===== config.mk =====
export PLATFORM = sky130hd
export DESIGN_NAME = csel_pipe_adder
export DESIGN_NICKNAME = d
export VERILOG_FILES = /design/src/rtl/csel_pkg.sv /design/src/rtl/csel_block.sv /design/src/rtl/csel_pipe_adder.sv
export SDC_FILE = /design/constraint.sdc
export NUM_CORES = 1
export LEC_CHECK = 0
export CAP_MARGIN = 10
export CORE_ASPECT_RATIO = 0.7
export CORE_MARGIN = 1.5
export CORE_UTILIZATION = 40
export DETAILED_ROUTE_END_ITERATION = 6
export GPL_TIMING_DRIVEN = 1
export SKIP_LAST_GASP = 1
export SLEW_MARGIN = 40
export SYNTH_ARGS = -nofsm -noshare
export SYNTH_HDL_FRONTEND = slang
export SYNTH_SLANG_ARGS = --single-unit

===== constraint.sdc =====
create_clock -name clk -period 10.9 [get_ports clk]
set_input_delay 3.27 -clock clk [delete_from_list [all_inputs] [get_ports clk]]
set_output_delay 3.27 -clock clk [all_outputs]
set_load 0.05 [all_outputs]

===== src/rtl/csel_pkg.sv =====
// Shared types and elaboration helpers for the carry-select pipelined adder.
package csel_pkg;

    typedef enum logic {
        OP_ADD = 1'b0,
        OP_SUB = 1'b1
    } csel_op_t;

    // Usable in localparam context: operand width must split into whole blocks.
    function automatic bit cfg_ok(input int unsigned width, input int unsigned blk);
        return (blk != 0) && ((width % blk) == 0);
    endfunction

endpackage


===== src/rtl/csel_block.sv =====
// One carry-select slice: block sum and carry for both carry-in hypotheses.
module csel_block
    import csel_pkg::*;
#(
    parameter int unsigned BLK = 8
) (
    input  logic [BLK-1:0] a_blk,
    input  logic [BLK-1:0] b_blk,
    output logic [BLK-1:0] sum0,
    output logic           c0,
    output logic [BLK-1:0] sum1,
    output logic           c1
);

    localparam int unsigned BW = BLK + 1;

    assign {c0, sum0} = BW'(a_blk) + BW'(b_blk);
    assign {c1, sum1} = BW'(a_blk) + BW'(b_blk) + BW'(1'b1);

endmodule


===== src/rtl/csel_pipe_adder.sv =====
// Two-stage carry-select add/sub with elastic valid/ready flow and optional
// duplicate-adder self-check.
module csel_pipe_adder
    import csel_pkg::*;
#(
    parameter int unsigned WIDTH = 32,
    parameter int unsigned BLK   = 8,
    parameter int unsigned CHECK = 1
) (
    input  logic             clk,
    input  logic             rst_n,
    input  logic             in_valid,
    output logic             in_ready,
    input  logic [WIDTH-1:0] a,
    input  logic [WIDTH-1:0] b,
    input  logic             c_in,
    input  logic             op,
    output logic             out_valid,
    input  logic             out_ready,
    output logic [WIDTH-1:0] s,
    output logic             c_out,
    output logic             ovf,
    output logic             err
);

    localparam bit          CFG_OK = cfg_ok(WIDTH, BLK);
    localparam int unsigned NBLK   = WIDTH / BLK;
    localparam int unsigned SW     = WIDTH + 1;

    if (!CFG_OK) begin : g_bad_cfg
        $error("csel_pipe_adder: WIDTH must be a non-zero multiple of BLK");
    end

    csel_op_t               op_e;
    logic [WIDTH-1:0]       b_eff_c;
    logic [NBLK-1:0][BLK-1:0] sum0_c, sum1_c;
    logic [NBLK-1:0]        c0_c, c1_c;

    logic                   v1;
    logic [NBLK-1:0][BLK-1:0] s1_sum0, s1_sum1;
    logic [NBLK-1:0]        s1_c0, s1_c1;
    logic                   s1_cin, s1_a_msb, s1_b_msb;

    logic                   s1_adv, s2_adv, s1_load, s2_load;
    logic [WIDTH-1:0]       res_sum_c;
    logic                   res_cout_c, res_ovf_c, carry_c;
    logic                   err_q;

    assign op_e    = csel_op_t'(op);
    assign b_eff_c = (op_e == OP_SUB) ? ~b : b;

    for (genvar i = 0; i < NBLK; i++) begin : g_blk
        csel_block #(.BLK(BLK)) u_blk (
            .a_blk (a[i*BLK +: BLK]),
            .b_blk (b_eff_c[i*BLK +: BLK]),
            .sum0  (sum0_c[i]),
            .c0    (c0_c[i]),
            .sum1  (sum1_c[i]),
            .c1    (c1_c[i])
        );
    end

    // Elastic handshake: each stage advances when it is empty or its consumer moves.
    assign s2_adv   = !out_valid || out_ready;
    assign s1_adv   = !v1 || s2_adv;
    assign in_ready = s1_adv;
    assign s1_load  = in_valid && s1_adv;
    assign s2_load  = v1 && s2_adv;

    always_ff @(posedge clk or negedge rst_n) begin
        if (!rst_n) begin
            v1       <= 1'b0;
            s1_sum0  <= '0;
            s1_sum1  <= '0;
            s1_c0    <= '0;
            s1_c1    <= '0;
            s1_cin   <= 1'b0;
            s1_a_msb <= 1'b0;
            s1_b_msb <= 1'b0;
        end else begin
            if (s1_adv) v1 <= in_valid;
            if (s1_load) begin
                s1_sum0  <= sum0_c;
                s1_sum1  <= sum1_c;
                s1_c0    <= c0_c;
                s1_c1    <= c1_c;
                s1_cin   <= c_in;
                s1_a_msb <= a[WIDTH-1];
                s1_b_msb <= b_eff_c[WIDTH-1];
            end
        end
    end

    // Carry resolution: each block picks its precomputed pair by the previous block's carry.
    always_comb begin
        res_sum_c = '0;
        carry_c   = s1_cin;
        for (int i = 0; i < NBLK; i++) begin
            res_sum_c[i*BLK +: BLK] = carry_c ? s1_sum1[i] : s1_sum0[i];
            carry_c                 = carry_c ? s1_c1[i] : s1_c0[i];
        end
        res_cout_c = carry_c;
        res_ovf_c  = (s1_a_msb == s1_b_msb) && (res_sum_c[WIDTH-1] != s1_a_msb);
    end

    always_ff @(posedge clk or negedge rst_n) begin
        if (!rst_n) begin
            out_valid <= 1'b0;
            s         <= '0;
            c_out     <= 1'b0;
            ovf       <= 1'b0;
        end else begin
            if (s2_adv) out_valid <= v1;
            if (s2_load) begin
                s     <= res_sum_c;
                c_out <= res_cout_c;
                ovf   <= res_ovf_c;
            end
        end
    end

    if (CHECK != 0) begin : g_chk
        logic [WIDTH-1:0] s1_a, s1_b;
        logic [WIDTH:0]   ref_c;

        always_ff @(posedge clk or negedge rst_n) begin
            if (!rst_n) begin
                s1_a <= '0;
                s1_b <= '0;
            end else if (s1_load) begin
                s1_a <= a;
                s1_b <= b_eff_c;
            end
        end

        assign ref_c = SW'(s1_a) + SW'(s1_b) + SW'(s1_cin);

        // Sticky: once a mismatch is loaded only reset clears it.
        always_ff @(posedge clk or negedge rst_n) begin
            if (!rst_n) begin
                err_q <= 1'b0;
            end else if (s2_load && (ref_c != {res_cout_c, res_sum_c})) begin
                err_q <= 1'b1;
            end
        end
    end else begin : g_nochk
        assign err_q = 1'b0;
    end

    assign err = err_q;

endmodule


### Word-level counts from Yosys, hierarchy flattened

Cells that the tools add are included.

* flip-flop bits (word level): 176
* latch bits: 0
* memory bits (writable): 0
* bits in read-only memories: 0
* bits of input ports: 70
* output and inout port bits: 37
* logic and storage cells: 52
* memories kept: 0

* add/sub/neg operators: 10
* $mul: 0
* divide/modulo/power cells: 0
* $lt $le $gt $ge: 0
* equality and inequality tests: 3
* shift-type cells: 0
* multiplexer cells: 9
* bitwise gates (word level): 1
* reduce and logical (&&, ||, !) cells: 8

Operators with widths (number)
* 8-bit by 8-bit adder with 9-bit output: 4
* 9-bit by 1-bit adder with 9-bit output, second input constant: 4
* 32-bit by 32-bit adder with 33-bit output: 1
* 33-bit by 1-bit adder with 33-bit output: 1
* 33-bit inequality test: 1
* 32-bit 2-to-1 mux: 1
* 8-bit 2-to-1 mux: 4
* 32-bit inverter: 1
* 1-bit logical AND: 4
* 1-bit 2-to-1 mux: 4
* 1-bit zero test: 2
* 1-bit logical OR: 2
* 1-bit equality test: 1
* 1-bit inequality test: 1

### Logic depth before layout (Yosys ltp)

Gate-level depths: netlist of the first run.

* depth in word-level cells: 6
* gate-level depth with buffers: 16
* gate-level depth less buffers: 14

### Modules after synthesis

Synthesis of the first run repeated with hierarchy kept, for this count alone.

* cell total of the unflattened synthesis: 1051
* area, all modules: 11153.2 sq um

By module, submodules not included
* csel_pipe_adder: times used 1, cells an instance 827, area each 9386.5 sq um, sequential area each 4354.2 sq um
* csel_block: times used 4, cells an instance 56, area each 441.7 sq um, sequential area each 0.0 sq um

### Worst setup path after synthesis of the first run

OpenSTA, ideal clock, no wires.

* path kind: input port to output port
* from: in out_ready
* to: out in_ready
* arrival time: 3.759 ns
* data required time: 7.630 ns
* path slack: 3.871 ns
* stages: 1
* path buffers: 0
* cell sequence: nand3b_1

* longest elaborated chain between the ends: 2

RTL lines
* from (decl): RTL line csel_pipe_adder.sv:19 `input logic out_ready,`
* 1-bit logical OR: RTL line csel_pipe_adder.sv:64 `assign s2_adv = !out_valid || out_ready;`
* 1-bit logical OR: RTL line csel_pipe_adder.sv:65 `assign s1_adv = !v1 || s2_adv;`
* to (decl): RTL line csel_pipe_adder.sv:13 `output logic in_ready,`

Every way passes these cells.

### Final worst setup path of the first run

Same ends and word-level chain as after synthesis.

==> metrics.cfg, run 1 <==
[sta]
max_freq_mhz=125
setup_ws_ns=2.87
timing.final.crit_period_ns=8.03
setup_viol=0
finalHoldViolations=0
slew_headroom_pct=54.4
maxSlewViolCount=0
min_period_over_period_pct=73.7
tns_ns=0
hold_ws_ns=0.475
rsz0062_at_grt=false
skew_ns=0.0124
tightest_slew_ns=0.684

[pwr]
power.net_switching_uw=1260
pwr-share-comb_pct=49.5
vdd_drop_max_v=0.000128
p_clk_share_pct=19.0
seqPwrFrac_pct=31.5
p_int_uw=1740
p_sw_share_pct=42.1
powerDensity_nw_per_um2=237
p_leak_uw=0.00553

[placement]
io_buffer_count=106
dp_hpwl_mm=19.1
place_congestion=0.830
preCtsSetupSlack_ns=2.86
place_area_um2=12100

[logic_synthesis]
synth_edf_count=0
synthDistinctLibCells=59
yosysWarnings=0
synthesis.area_um2=10700
synthArstFlopShare_pct=100
synth-seq-area-share_pct=40.5
synth_area_per_cell_um2=10.2
synth_cells=1057
synth_top_flop_cell=dfrtp_1
syn_nets=1200
yosys_register_bits=174

[cells_and_area]
nFillCells=2462
final_area_um2=12700
postLayoutCoreUtil_pct=48.7
n_antenna_cell=0
drive_gt1_share_pct=12.4
area_growth_pct=18.0
fin_nets=1286

[job]
cap_violations=0

[clocking]
cts_htree_levels=4
postCtsSetupBuffers=0
clock_latency_ns=0.44
clockBufferDepth=2
root_buffer=clkbuf_16
clkSinkCount=174
post_cts_resize_count=0
ctsHoldBuffers=0
numCtsBuffers=17
path_clk_slew_ns=0.06
cts_tree=yes

[global_route]
grt_use_total_pct=19.2
grt_pass1_vias=7738
antenna_found_initial=0
grt-ovfl-total=0
grt_pass1_wl_mm=41.9
grt_max_degree=104

[critical_path]
cp.depth=3
r2r_cells=14
slowest_delay_ns=0.83
critPathRequiredTime_ns=7.63
cp_data_arrival_time_ns=4.76
crit_top_cell=clkdlybuf4s50_1
path_delay_family=buffers and inverters
critPathKind=in -> out
endpoint_kind=primary output
cp_max_fo=3
startpoint_type=input port
worstPathCellList=clkdlybuf4s50_1 > nand3b_1 > clkdlybuf4s50_1
path_buf_inv=2
crit_slowest_cell=clkdlybuf4s50_1

[floorplanning]
die_area_um2=27900
initial_utilization_pct=41.2
ios=107
fp.dieH_um=140
fp.dieW_um=199
rows=49
core-area_um2=26100

[detailed_routing]
drc=0
drt-pass1-iter-count=4
vias=7825
drt_wl_total_mm=25.5
wl_per_cell_um=16.9
routed_via_density=5.17
drt-initial-drc-count=404
ant_nets=0

[worst_hold_path]
hold_class=reg -> reg
hold_path_depth=2

[outcome]
outcome=completed

## logic make-up after synthesis
kind of cell,Yosys count,synth area share (%)
muxes,128,13.3
buffers and inverters,87,3.19
and+or+nand+nor,218,8.95
DFF,174,40.5
AOI/OAI and AO/OA,241,13.7
xor gates and xnor gates,136,11.4
adders and majority gates,73,8.92
## cell type report
| type | count | area [um^2] | share of cell area [%] |
|---|---|---|---|
| clock buffers | 19 | 433 | 3.41 |
| clock inverters | 13 | 92.6 | 0.730 |
| inverters | 41 | 154 | 1.21 |
| multi-input cells | 796 | 6050 | 47.7 |
| flip-flops and latches | 174 | 4350 | 34.3 |
| well taps | 357 | 447 | 3.52 |
| repair buffers | 113 | 1140 | 9.03 |
## stage by stage
stage               cells  total power, uW
finish               1513             3000
global route         1513             3210
CTS                  1512             3020
detailed placement   1480             2440
global placement     1480             2420
floorplan            1057             2020
## synth_stat cells (3+ instances only)
master     instances  area share (%)
a21o_1            21             1.5
mux2_2            90             9.4
dfrtp_1          174              41
fa_1               6             1.1
a211oi_1           4            0.28
nand2_1          116             4.1
o21a_1             5            0.35
o21ai_0           89             4.1
nand4_1           10            0.58
and3_1             4            0.23
nor3_1            13            0.61
o21bai_1          18             1.3
o21ai_1           15            0.70
clkbuf_1          39             1.4
or3_1              4            0.23
inv_1             41             1.4
buf_1              4            0.14
ha_1              67             7.8
nor2_1            29             1.0
a21oi_1           53             2.5
nand2b_1           3            0.17
nor2b_1            3            0.17
nor4_1             3            0.17
a31oi_1            5            0.29
nand3_1           26             1.2
xnor2_1           71             5.8
mux2i_1           34             3.2
o2111ai_1          3            0.24
xor2_1            62             5.1
o31ai_1            3            0.21
## power groups by stage
stage / clock (uW) / combinational (uW) / sequential, uW
final: 571 / 1490 / 944
after global routing: 614 / 1630 / 967
after global placement: 0 / 1470 / 950
after detailed placement: 0 / 1480 / 955
after floorplan: 0 / 905 / 1120
after CTS: 588 / 1490 / 944
## worst min-delay path, delay by kind of cell (launching register included)
kind,cells,cell delay [ns]
and+or+nand+nor,1,0.04
DFF,1,0.34
AOI/OAI and AO/OA,1,0.05
## worst paths after layout
check / start / endpoint / slack (ns)
worst max-delay path: out_ready / in_ready / 2.87
worst min-delay path: s[25] / s[25] / 0.47
worst max register to register: s1_cin / err / 6.65
worst min register to register: s[25] / s[25] / 0.47
max in group asynchronous: rst_n / g_chk.s1_b[10] / 6.82
min in group asynchronous: rst_n / g_chk.s1_b[30] / 2.71
## routing by layer
metal  track usage [%]  part of all wire [%]  up-vias
li1                  -                     -     3900
met1              30.6                    54     3762
met2              26.7                    41      146
met3              3.42                   3.9       17
met4              3.87                  0.87        0
met5                 0                     0        -
## flip-flops by register name, summed over array words and instances, names as in the netlist, 4 cells and up
name        count
g_chk.s1_a     31
g_chk.s1_b     31
s              32
s1_c0           4
s1_c1           4
s1_sum0        32
s1_sum1        32
## cell usage in the layout (no fill, tap or decap), types with 41 or more instances in the layout
cell             instances
nand2_1                114
clkdlybuf4s50_1        104
xor2_1                  62
ha_1                    67
mux2_2                  90
a21oi_1                 53
dfrtp_1                174
xnor2_1                 71
o21ai_0                 89
inv_1                   41
No activity file was read; power rests on OpenSTA's default activity.
==> run 2, diff against run 1 <==
==> constraint.sdc (replaced) <==
create_clock -name clk -period 6.6 [get_ports clk]
set_input_delay 1.98 -clock clk [delete_from_list [all_inputs] [get_ports clk]]
set_output_delay 1.98 -clock clk [all_outputs]
set_load 0.05 [all_outputs]
==> metrics.cfg, run 2 (same netlist as run 1, synthesis figures left out) <==
[global_route]
grt_pass1_wl_mm=40.8
grt_max_degree=88
grt_use_total_pct=18.9
grt-ovfl-total=0
antenna_found_initial=0
grt_pass1_vias=7664

[sta]
timing.final.crit_period_ns=5.45
max_freq_mhz=183
finalHoldViolations=0
skew_ns=0.0135
setup_viol=0
maxSlewViolCount=0
setup_ws_ns=1.15
min_period_over_period_pct=82.6
tightest_slew_ns=0.674
tns_ns=0
slew_headroom_pct=55.1
rsz0062_at_grt=false

[detailed_routing]
drt_wl_total_mm=24.8
drc=0
ant_nets=0
drt-pass1-iter-count=6
vias=7764
drt-initial-drc-count=337
routed_via_density=5.12
wl_per_cell_um=16.4

[clocking]
post_cts_resize_count=0
clock_latency_ns=0.44
root_buffer=clkbuf_16
numCtsBuffers=17
postCtsSetupBuffers=0
clockBufferDepth=2
ctsHoldBuffers=0
cts_tree=yes
cts_htree_levels=4
path_clk_slew_ns=0.07
clkSinkCount=174

[floorplanning]
rows=49
initial_utilization_pct=41.2
ios=107
core-area_um2=26100
die_area_um2=27900
fp.dieH_um=140
fp.dieW_um=199

[critical_path]
cp_data_arrival_time_ns=3.47
startpoint_type=input port
endpoint_kind=primary output
crit_top_cell=clkdlybuf4s50_1
crit_slowest_cell=clkdlybuf4s50_1
path_delay_family=buffers and inverters
critPathKind=in -> out
path_buf_inv=2
critPathRequiredTime_ns=4.62
slowest_delay_ns=0.84
worstPathCellList=clkdlybuf4s50_1 > nand3b_1 > clkdlybuf4s50_1
cp_max_fo=3

[cells_and_area]
area_growth_pct=18.9
layout_commonest_cell=dfrtp_1
fin_nets=1288
n_antenna_cell=0
reg_top3=s1_sum0 (32), s1_sum1 (32), s (32)
final_cell_mix=dfrtp_1 (174), nand2_1 (114), clkdlybuf4s50_1 (104), mux2_2 (90), o21ai_0 (89)
drive_gt1_share_pct=12.8

[placement]
place_congestion=0.815
preCtsSetupSlack_ns=1.16
io_buffer_count=106
dp_hpwl_mm=19.1

[worst_hold_path]
hold_class=reg -> reg

[pwr]
p_leak_uw=0.00558
vdd_drop_max_v=0.000211
powerDensity_nw_per_um2=393

[job]
cap_violations=0

[outcome]
outcome=completed

[run 2: layout make-up]
cell class,count,area [um^2]
flip-flops and latches,174,4350
fillers,2433,13300
well taps,357,447
clock buffers,19,453
multi-input cells,796,6060
clock inverters,13,130
repair buffers,115,1170
inverters,41,154
[run 2: report_power, final]
group | switching [uW] | total, uW | internal [uW]
sequential | 184 | 1560 | 1370
combinational | 1430 | 2440 | 1020
clock | 461 | 1010 | 548
[run 2: worst paths after layout]
path	startpoint	to	slack, ns	cells after the start
worst max register to register	s1_cin	err	2.39	14
worst min register to register	s[27]	s[27]	0.48	2
worst min-delay path	s[27]	s[27]	0.48	2
max in group asynchronous	rst_n	g_chk.s1_a[12]	4.39	2
min in group asynchronous	rst_n	s[28]	1.42	1
worst max-delay path	out_ready	in_ready	1.15	3
[run 2: metrics by stage]
step / total power, uW / hold slack (ns) / instances / instance area [um^2] / utilization, %
global route: 5370 / 0.500 / 1515 / 12800 / 49.0
detailed placement: 4020 / 0.469 / 1483 / 12200 / 46.7
finish: 5010 / 0.475 / 1515 / 12800 / 49.0
CTS: 5050 / 0.485 / 1515 / 12800 / 49.0
floorplan: 3340 / 0.448 / 1057 / 10700 / -
global placement: 3990 / 0.460 / 1482 / 12100 / 46.6
[run 2: routing by layer]
| layer | vias to the layer above | global-route usage (%) | wire length (um) |
|---|---|---|---|
| li1 | 3891 | - | - |
| met1 | 3733 | 29.8 | 13700 |
| met4 | 0 | 4.59 | 311 |
| met5 | - | 0 | 0 |
| met3 | 20 | 3.49 | 787 |
| met2 | 120 | 26.1 | 10000 |
[run 2: worst min-delay path, stage by stage, from the launching register on]
cell	delay [ns]
dfrtp_1	0.34
nand2_1	0.04
o21ai_0	0.06
